[src/rtl/lut_load_if.sv]
// Config, source stream and table write port bundle for the LUT loader.
// master = config/DMA side, slave = controller.
interface lut_load_if #(
    parameter int DATA_W = 24,
    parameter int ADDR_W = 4
);
    logic              cfg_start;
    logic [ADDR_W-1:0] cfg_base;
    logic [ADDR_W:0]   cfg_count;
    logic              cfg_abort;
    logic              s_valid;
    logic [DATA_W-1:0] s_data;
    logic              s_ready;
    logic              lut_we;
    logic [ADDR_W-1:0] lut_waddr;
    logic [DATA_W-1:0] lut_wdata;
    logic              busy;
    logic              done;
    logic              tbl_valid;
    logic              err;

    modport master (
        output cfg_start, cfg_base, cfg_count, cfg_abort,
        output s_valid, s_data,
        input  s_ready,
        input  lut_we, lut_waddr, lut_wdata,
        input  busy, done, tbl_valid, err
    );

    modport slave (
        input  cfg_start, cfg_base, cfg_count, cfg_abort,
        input  s_valid, s_data,
        output s_ready,
        output lut_we, lut_waddr, lut_wdata,
        output busy, done, tbl_valid, err
    );
endinterface

[src/rtl/lut_load_ctrl.sv]
// Sequences a valid/ready word stream into the 16x24 activation LUT
// and flags when the table is coherent for the lookup lanes.
module lut_load_ctrl #(
    parameter int DATA_W = 24,
    parameter int ADDR_W = 4,
    parameter int DEPTH  = 16
) (
    input logic     clka,
    input logic     rst,
    lut_load_if.slave bus
);
    typedef enum logic [1:0] {
        S_IDLE = 2'd0,
        S_LOAD = 2'd1,
        S_CMPL = 2'd2
    } state_t;

    localparam logic [ADDR_W:0] L_DEPTH = (ADDR_W+1)'(DEPTH);
    localparam logic [ADDR_W:0] L_ONE   = (ADDR_W+1)'(1);

    state_t            r_state;
    logic [ADDR_W-1:0] r_ptr;
    logic [ADDR_W:0]   r_rem;
    logic              r_we;
    logic [ADDR_W-1:0] r_waddr;
    logic [DATA_W-1:0] r_wdata;
    logic              r_done;
    logic              r_tbl_valid;
    logic              r_err;

    logic w_ready;
    logic w_beat;
    logic w_bad;

    // Abort masks ready so a coincident beat is never taken.
    assign w_ready = (r_state == S_LOAD) & ~bus.cfg_abort;
    assign w_beat  = bus.s_valid & w_ready;
    assign w_bad   = (bus.cfg_count == '0) | (bus.cfg_count > L_DEPTH);

    always_ff @(posedge clka or posedge rst) begin
        if (rst) begin
            r_state     <= S_IDLE;
            r_ptr       <= '0;
            r_rem       <= '0;
            r_we        <= 1'b0;
            r_waddr     <= '0;
            r_wdata     <= '0;
            r_done      <= 1'b0;
            r_tbl_valid <= 1'b0;
            r_err       <= 1'b0;
        end else begin
            r_we   <= 1'b0;
            r_done <= 1'b0;
            unique case (r_state)
                S_IDLE: begin
                    if (bus.cfg_start) begin
                        r_ptr <= bus.cfg_base;
                        r_rem <= bus.cfg_count;
                        r_err <= 1'b0;
                        if (w_bad) begin
                            r_err  <= 1'b1;
                            r_done <= 1'b1;
                        end else begin
                            r_state     <= S_LOAD;
                            r_tbl_valid <= 1'b0;
                        end
                    end
                end
                S_LOAD: begin
                    if (bus.cfg_abort) begin
                        r_state <= S_IDLE;
                        r_err   <= 1'b1;
                        r_done  <= 1'b1;
                    end else if (w_beat) begin
                        r_we    <= 1'b1;
                        r_waddr <= r_ptr;
                        r_wdata <= bus.s_data;
                        r_ptr   <= r_ptr + ADDR_W'(1);
                        r_rem   <= r_rem - L_ONE;
                        if (r_rem == L_ONE) begin
                            r_state <= S_CMPL;
                        end
                    end
                end
                S_CMPL: begin
                    r_state <= S_IDLE;
                    r_done  <= 1'b1;
                    if (bus.cfg_abort) begin
                        r_err <= 1'b1;
                    end else begin
                        r_tbl_valid <= 1'b1;
                    end
                end
                default: begin
                    r_state <= S_IDLE;
                end
            endcase
        end
    end

    assign bus.s_ready   = w_ready;
    assign bus.lut_we    = r_we;
    assign bus.lut_waddr = r_waddr;
    assign bus.lut_wdata = r_wdata;
    assign bus.busy      = (r_state != S_IDLE);
    assign bus.done      = r_done;
    assign bus.tbl_valid = r_tbl_valid;
    assign bus.err       = r_err;
endmodule
[src/flat_wrapper.sv]
// flat-port wrapper written by rule: the top's interface ports become plain ports
module lut_load_ctrl_flat 
#(
    parameter int DATA_W = 24,
    parameter int ADDR_W = 4,
    parameter int DEPTH  = 16
)
  (clka, rst, bus_cfg_start, bus_cfg_base, bus_cfg_count, bus_cfg_abort, bus_s_valid, bus_s_data, bus_s_ready, bus_lut_we, bus_lut_waddr, bus_lut_wdata, bus_busy, bus_done, bus_tbl_valid, bus_err);
  lut_load_if #(.DATA_W(DATA_W), .ADDR_W(ADDR_W)) bus_i ();
  input logic clka;
  input logic rst;
  input wire logic [$bits(bus_i.cfg_start)-1:0] bus_cfg_start;
  input wire logic [$bits(bus_i.cfg_base)-1:0] bus_cfg_base;
  input wire logic [$bits(bus_i.cfg_count)-1:0] bus_cfg_count;
  input wire logic [$bits(bus_i.cfg_abort)-1:0] bus_cfg_abort;
  input wire logic [$bits(bus_i.s_valid)-1:0] bus_s_valid;
  input wire logic [$bits(bus_i.s_data)-1:0] bus_s_data;
  output wire logic [$bits(bus_i.s_ready)-1:0] bus_s_ready;
  output wire logic [$bits(bus_i.lut_we)-1:0] bus_lut_we;
  output wire logic [$bits(bus_i.lut_waddr)-1:0] bus_lut_waddr;
  output wire logic [$bits(bus_i.lut_wdata)-1:0] bus_lut_wdata;
  output wire logic [$bits(bus_i.busy)-1:0] bus_busy;
  output wire logic [$bits(bus_i.done)-1:0] bus_done;
  output wire logic [$bits(bus_i.tbl_valid)-1:0] bus_tbl_valid;
  output wire logic [$bits(bus_i.err)-1:0] bus_err;
  assign bus_i.cfg_start = bus_cfg_start;
  assign bus_i.cfg_base = bus_cfg_base;
  assign bus_i.cfg_count = bus_cfg_count;
  assign bus_i.cfg_abort = bus_cfg_abort;
  assign bus_i.s_valid = bus_s_valid;
  assign bus_i.s_data = bus_s_data;
  assign bus_s_ready = bus_i.s_ready;
  assign bus_lut_we = bus_i.lut_we;
  assign bus_lut_waddr = bus_i.lut_waddr;
  assign bus_lut_wdata = bus_i.lut_wdata;
  assign bus_busy = bus_i.busy;
  assign bus_done = bus_i.done;
  assign bus_tbl_valid = bus_i.tbl_valid;
  assign bus_err = bus_i.err;
  lut_load_ctrl #(.DATA_W(DATA_W), .ADDR_W(ADDR_W), .DEPTH(DEPTH)) u_core (.clka(clka), .rst(rst), .bus(bus_i));
endmodule
[config.mk]
export PLATFORM = sky130hd
export DESIGN_NAME = lut_load_ctrl_flat
export DESIGN_NICKNAME = d
export VERILOG_FILES = /design/src/rtl/lut_load_if.sv /design/src/rtl/lut_load_ctrl.sv /design/src/flat_wrapper.sv
export SDC_FILE = /design/constraint.sdc
export NUM_CORES = 1
export LEC_CHECK = 0
export CAP_MARGIN = 0
export CORE_MARGIN = 4
export CORE_UTILIZATION = 35
export DETAILED_ROUTE_END_ITERATION = 7
export GPL_ROUTABILITY_DRIVEN = 0
export HOLD_SLACK_MARGIN = 0.12
export PLACE_DENSITY = 0.67
export SLEW_MARGIN = 20
export SYNTH_ARGS = -nofsm -noshare
export SYNTH_HDL_FRONTEND = slang
export SYNTH_SLANG_ARGS = --single-unit
[constraint.sdc]
create_clock -name clka -period 1.5 [get_ports clka]
set_clock_uncertainty 0.15 [all_clocks]
set_input_delay 0.3 -clock clka [delete_from_list [all_inputs] [get_ports clka]]
set_output_delay 0.3 -clock clka [all_outputs]
set_load 0.01 [all_outputs]
# Word level (Yosys, flattened, before mapping)
# Index checks and enable logic that the tools add are counted.
[word_totals] register_bits=43 latchBits=0 ram_bits=0 mem_bits_ro=0 input_bits=38 out_inout_bits=34 word_cells=67 mem_count=0
[op_classes] n_addsub=2 mul=0 div=0 magnitude_cmp=1 eq_ne=11 shift=0 n_mux=28 bitwise=4 n_reduce_logical=12
[ops] cell="5-bit two-way mux" n=3
[ops] cell="4-bit two-way mux" n=3
[ops] cell="4-bit AND reduction" n=3
[ops] cell="1-bit two-way mux" n=11
[ops] cell="2-bit two-way mux" n=5
[ops] cell="5-bit one-hot mux with 2 select lines" n=1
[ops] cell="2-bit != test (second input constant)" n=4
[ops] cell="4-bit one-hot mux with 2 select lines" n=1
[ops] cell="2-bit nonzero test" n=4
[ops] cell="3-bit AND reduction" n=2
[ops] cell="5-bit by 1-bit == test with 1-bit output (second input constant)" n=1
[ops] cell="5-bit > comparator (second input constant)" n=1
[ops] cell="5-bit logical NOT" n=1
[ops] cell="5-bit by 1-bit subtractor with 5-bit output (second input constant)" n=1
[ops] cell="4-bit by 1-bit adder with 4-bit output (second input constant)" n=1
[ops] cell="2-bit by 1-bit != test with 1-bit output (second input constant)" n=2
[ops] cell="1-bit one-hot mux with 2 select lines" n=2
[ops] cell="2-bit one-hot mux with 2 select lines" n=1
[ops] cell="3-bit by 2-bit != test with 1-bit output (second input constant)" n=1
[ops] cell="3-bit != test (second input constant)" n=1
[ops] cell="1-bit one-hot mux with 3 select lines" n=1
[ops] cell="1-bit AND" n=2
[ops] cell="2-bit by 1-bit == test with 1-bit output (second input constant)" n=1
[ops] cell="2-bit == test (second input constant)" n=1
[ops] cell="other kinds (4)" n=4

# Logic depth before layout (Yosys ltp)
[depth] depth_word=6 ltp_mapped=7 ltp_nobuf=6

# Worst setup path before layout
# No wires, ideal clock.
[synth_path] path_kind="register -> register" start="register u_core.r_state[1]" end="register u_core.r_waddr[1], in the netlist u_core.bus.lut_waddr[1]" setup_time_ns=0.125 arrival_ns=1.438 required_time_ns=1.225 path_slack_ns=-0.213 stages_incl_launch_ff=7 path_buffers=1 period_less_slack_ns=1.713 cell_sequence="dfrtp_1 inv_1 ha_1 nor2b_4 nand2_2 buf_6 mux2_4"
[synth_via] elab_chain_cells=4
[synth_lines] element="from (decl)" line="lut_load_ctrl.sv:21" source="state_t r_state;"
[synth_lines] element="from (signal assigned)" line="lut_load_ctrl.sv:42" source="r_state <= S_IDLE;"
[synth_lines] element="from (signal assigned)" line="lut_load_ctrl.sv:64" source="r_state <= S_LOAD;"
[synth_lines] element="from (signal assigned)" line="lut_load_ctrl.sv:71" source="r_state <= S_IDLE;"
[synth_lines] element="2-bit by 1-bit == test with 1-bit output" line="lut_load_ctrl.sv:36" source="assign w_ready = (r_state == S_LOAD) & ~bus.cfg_abort;"
[synth_lines] element="1-bit AND" line="lut_load_ctrl.sv:36"
[synth_lines] element="net bus_s_ready" line="flat_wrapper.sv:18" source="output wire logic [$bits(bus_i.s_ready)-1:0] bus_s_ready;"
[synth_lines] element="1-bit AND" line="lut_load_ctrl.sv:37" source="assign w_beat = bus.s_valid & w_ready;"
[synth_lines] element="3-bit AND reduction (no source line)"
[synth_lines] element="to (signal assigned)" line="lut_load_ctrl.sv:76" source="r_waddr <= r_ptr;"
[synth_lines] element="to (decl)" line="lut_load_ctrl.sv:25" source="logic [ADDR_W-1:0] r_waddr;"
# The timed path passes the listed nets, and every way through them passes these cells.
# A chain may end at the register's enable or synchronous reset.

# Worst setup path in the final report
[layout_path] start="register u_core.r_state[1]" end="register u_core.r_wdata[3], in the netlist u_core.bus.lut_wdata[3]"
[layout_via] elab_chain_cells=4
[layout_lines] element="2-bit by 1-bit == test with 1-bit output *" line="lut_load_ctrl.sv:36, lut_load_ctrl.sv:54"
[layout_lines] element="1-bit AND" line="lut_load_ctrl.sv:36"
[layout_lines] element="1-bit AND" line="lut_load_ctrl.sv:37"
[layout_lines] element="3-bit AND reduction (no source line) *"
[layout_lines] element="to (signal assigned)" line="lut_load_ctrl.sv:77" source="r_wdata <= bus.s_data;"
[layout_lines] element="to (decl)" line="lut_load_ctrl.sv:26" source="logic [DATA_W-1:0] r_wdata;"
# Every way passes the cells marked *; elsewhere a longest branch is shown, timed or not.

==> impl_metrics.json <==
{
  "layout-drive-gt1-share_pct": 36.2,
  "vdd_drop_max_mv": 0.711,
  "final_util_pct": 56.8,
  "netlist_area_um2": 2110,
  "grt_first_pass_wirelength_um": 8590,
  "multi_input_area_um2": 1090,
  "yosysTopAreaCell": "dfrtp_1",
  "cts-htree-levels": 2,
  "nNetsFinal": 304,
  "r2r-end": "u_core.bus.lut_wdata[3]",
  "synth_area_leaders": "dfrtp_1 51%, mux2_4 20%, ha_1 4.1%",
  "gr-usage-all-layers_pct": 14.7,
  "maxSlewHeadroom_pct": 78.8,
  "cp.arrival_ns": 1.74,
  "rr_worst_depth": 7,
  "cts_tree": "done",
  "synth_top_area_share_pct": 50.9,
  "clk_path_buf_depth": 2,
  "hp-class": "input pin to register",
  "synthCells": 164,
  "whs_ns": 0.176,
  "status": "finished with violations",
  "io_buffers": 71,
  "start_util_pct": 35.9,
  "finalSetupViolCount": 41,
  "viasPerCell": 4.80,
  "gr-total-overflow": 0,
  "required_ns": 1.53,
  "coreArea_um2": 5890,
  "syn_to_final_growth_pct": 58.2,
  "period_needed_ns": 1.72,
  "grt_antenna_before_repair": 0,
  "drc_errors": 0,
  "rsz0062_at_grt": "true",
  "grt_max_degree": 44,
  "ys_types": 37,
  "post-dp-hpwl_um": 3480,
  "cp-start-kind": "register",
  "maxSlewViolCount": 0,
  "antenna_left": 0,
  "pin_count": 72,
  "clk_latency_ns": 0.29,
  "hold_viol": 0,
  "worst_pin_slew_ns": 0.316,
  "path_class": "register to register",
  "avgSynthCellArea_um2": 12.9,
  "worst_slack_ns": -0.217,
  "synthArstFlopShare_pct": 100,
  "clkSinkCount": 43,
  "powerDensity_nw_per_um2": 1830,
  "final_cell_mix": "43 x dfrtp_1, 36 x dlygate4sd2_1, 30 x clkdlybuf4s50_1",
  "violations": "setup timing",
  "post-place-cells": 319,
  "hp-start": "bus_cfg_count[0]",
  "cp_max_fo": 8,
  "first_pass_iters": 4,
  "r2r_slack_ns": -0.22,
  "clk_pin_slew_worst_paths_ns": 0.08,
  "dieHeight_um": 85.7,
  "cts_buffers": 5,
  "vias": 1608,
  "synth-edff-count": 0,
  "die_w_um": 85.7,
  "final_common_cell": "dfrtp_1",
  "ys_ff_latch": 43,
  "synth_fp_nets": 209,
  "max_cap_viol_count": 0,
  "final_cells": 335,
  "total_power_uw": 6110,
  "grt_pass1_vias": 1718,
  "crit_path_end_kind": "register",
  "synth_seq_area_share_pct": 50.9,
  "clock.fmax_mhz": 582,
  "cts-hold-fix-buffers": 0,
  "ys.flop_type": "dfrtp_1",
  "wl_per_cell_um": 15.3,
  "r2r_start": "u_core.r_state[1]",
  "diodes": 0,
  "dr.first_iter.drc_count": 42,
  "min_to": "u_core.r_rem[0]",
  "regArea_um2": 1080,
  "rows": 28,
  "cts_root_buf": "clkbuf_8",
  "p_leak_uw": 0.00160,
  "n_fill_cell": 527,
  "hold_path_depth": 3,
  "ys_warn_count": 0,
  "dieArea_um2": 7350,
  "wirelength_um": 5120,
  "timing.final.crit_share_pct": 114
}
==> flip-flops by register name, summed over array words and instances (netlist names) <==
name,flops
u_core.r_rem,5
u_core.bus.lut_wdata,24
u_core.bus.done,1
u_core.bus.err,1
u_core.bus.lut_we,1
u_core.bus.tbl_valid,1
u_core.r_state,2
u_core.r_ptr,4
u_core.bus.lut_waddr,4
==> cell usage after synthesis (2+ instances only) <==
library cell	n
o21ai_1	7
nor2_1	5
o22ai_1	3
a21oi_1	12
buf_2	2
nor2b_1	2
dfrtp_1	43
buf_6	3
ha_1	7
inv_1	8
nand2_1	9
mux2i_1	3
mux2_4	28
a21o_2	2
nand3_1	2
o21ai_0	3
nand2b_1	4
a21oi_2	2
==> per-layer routing <==
metal | GRT usage, % | wire [µm]
met5 | 0 | 0
met4 | 3.45 | 44
met3 | 4.32 | 376
met2 | 23.0 | 2250
met1 | 20.2 | 2440
==> per-stage QoR <==
| stage | setup slack [ns] | cell area, µm² | setup TNS, ns |
|---|---|---|---|
| 2_1_floorplan | -0.149 | 2150 | -4.85 |
| 3_3_place_gp | -0.641 | 3030 | -18.33 |
| 3_5_place_dp | -0.645 | 3030 | -18.79 |
| 4_1_cts | -0.197 | 3310 | -6.57 |
| 5_1_grt | -0.289 | 3340 | -10.46 |
| 6_report | -0.217 | 3340 | -7.18 |
==> how the worst max path moves through the flow <==
stage,start,endpoint,slack (ns),cells after the start
after floorplan,u_core.r_state[0],u_core.r_rem[4],-0.15,7
after global placement,bus_cfg_count[3],u_core.bus.tbl_valid,-0.64,5
after detailed placement,bus_cfg_count[3],u_core.bus.tbl_valid,-0.65,5
after CTS,u_core.r_state[0],bus_busy,-0.20,5
after global routing,u_core.r_state[1],u_core.r_rem[1],-0.29,8
final,u_core.r_state[1],u_core.bus.lut_wdata[3],-0.22,7
==> power breakdown <==
part           internal, µW  switching, µW  total (µW)  leakage, µW
Combinational          1810           1320        3130      0.00102
Sequential             1700            352        2060     0.000519
Clock                   539            391         930    0.0000612
==> cells by family after synthesis <==
logic type               after synthesis  share of synthesized area [%]
flip-flops                            43                           50.9
AND/OR/NAND/NOR                       30                           8.23
AO/OA/AOI/OAI                         38                           11.2
buffers and inverters                 14                           3.85
multiplexers                          31                           21.3
adder cells (fa/ha/maj)                7                           4.14
XOR/XNOR                               1                          0.414
==> final cells by class <==
class / instances / area share, %
Sequential cell: 43 / 32.2
Clock buffer: 6 / 2.47
Timing Repair Buffer: 94 / 27.9
Clock inverter: 2 / 1.05
Tap cell: 75 / 2.81
Multi-Input combinational cell: 107 / 32.6
Inverter: 8 / 0.973
==> repair_timing <==
action                                  in CTS  in global routing
endpoints found under the setup margin      77                 45
pin swaps                                    7                  2
setup buffers                                5                  1
gates resized for setup                     82                  7
gates cloned                                 3                  0
==> worst max-delay path, cell delays in order, from the launching register on <==
cell     delay, ns
dfrtp_1       0.39
inv_2         0.08
ha_4          0.14
nor2b_4       0.15
buf_6         0.13
nand2_8       0.08
buf_12        0.17
mux2_4        0.30
(Power assumes the default switching activity.)
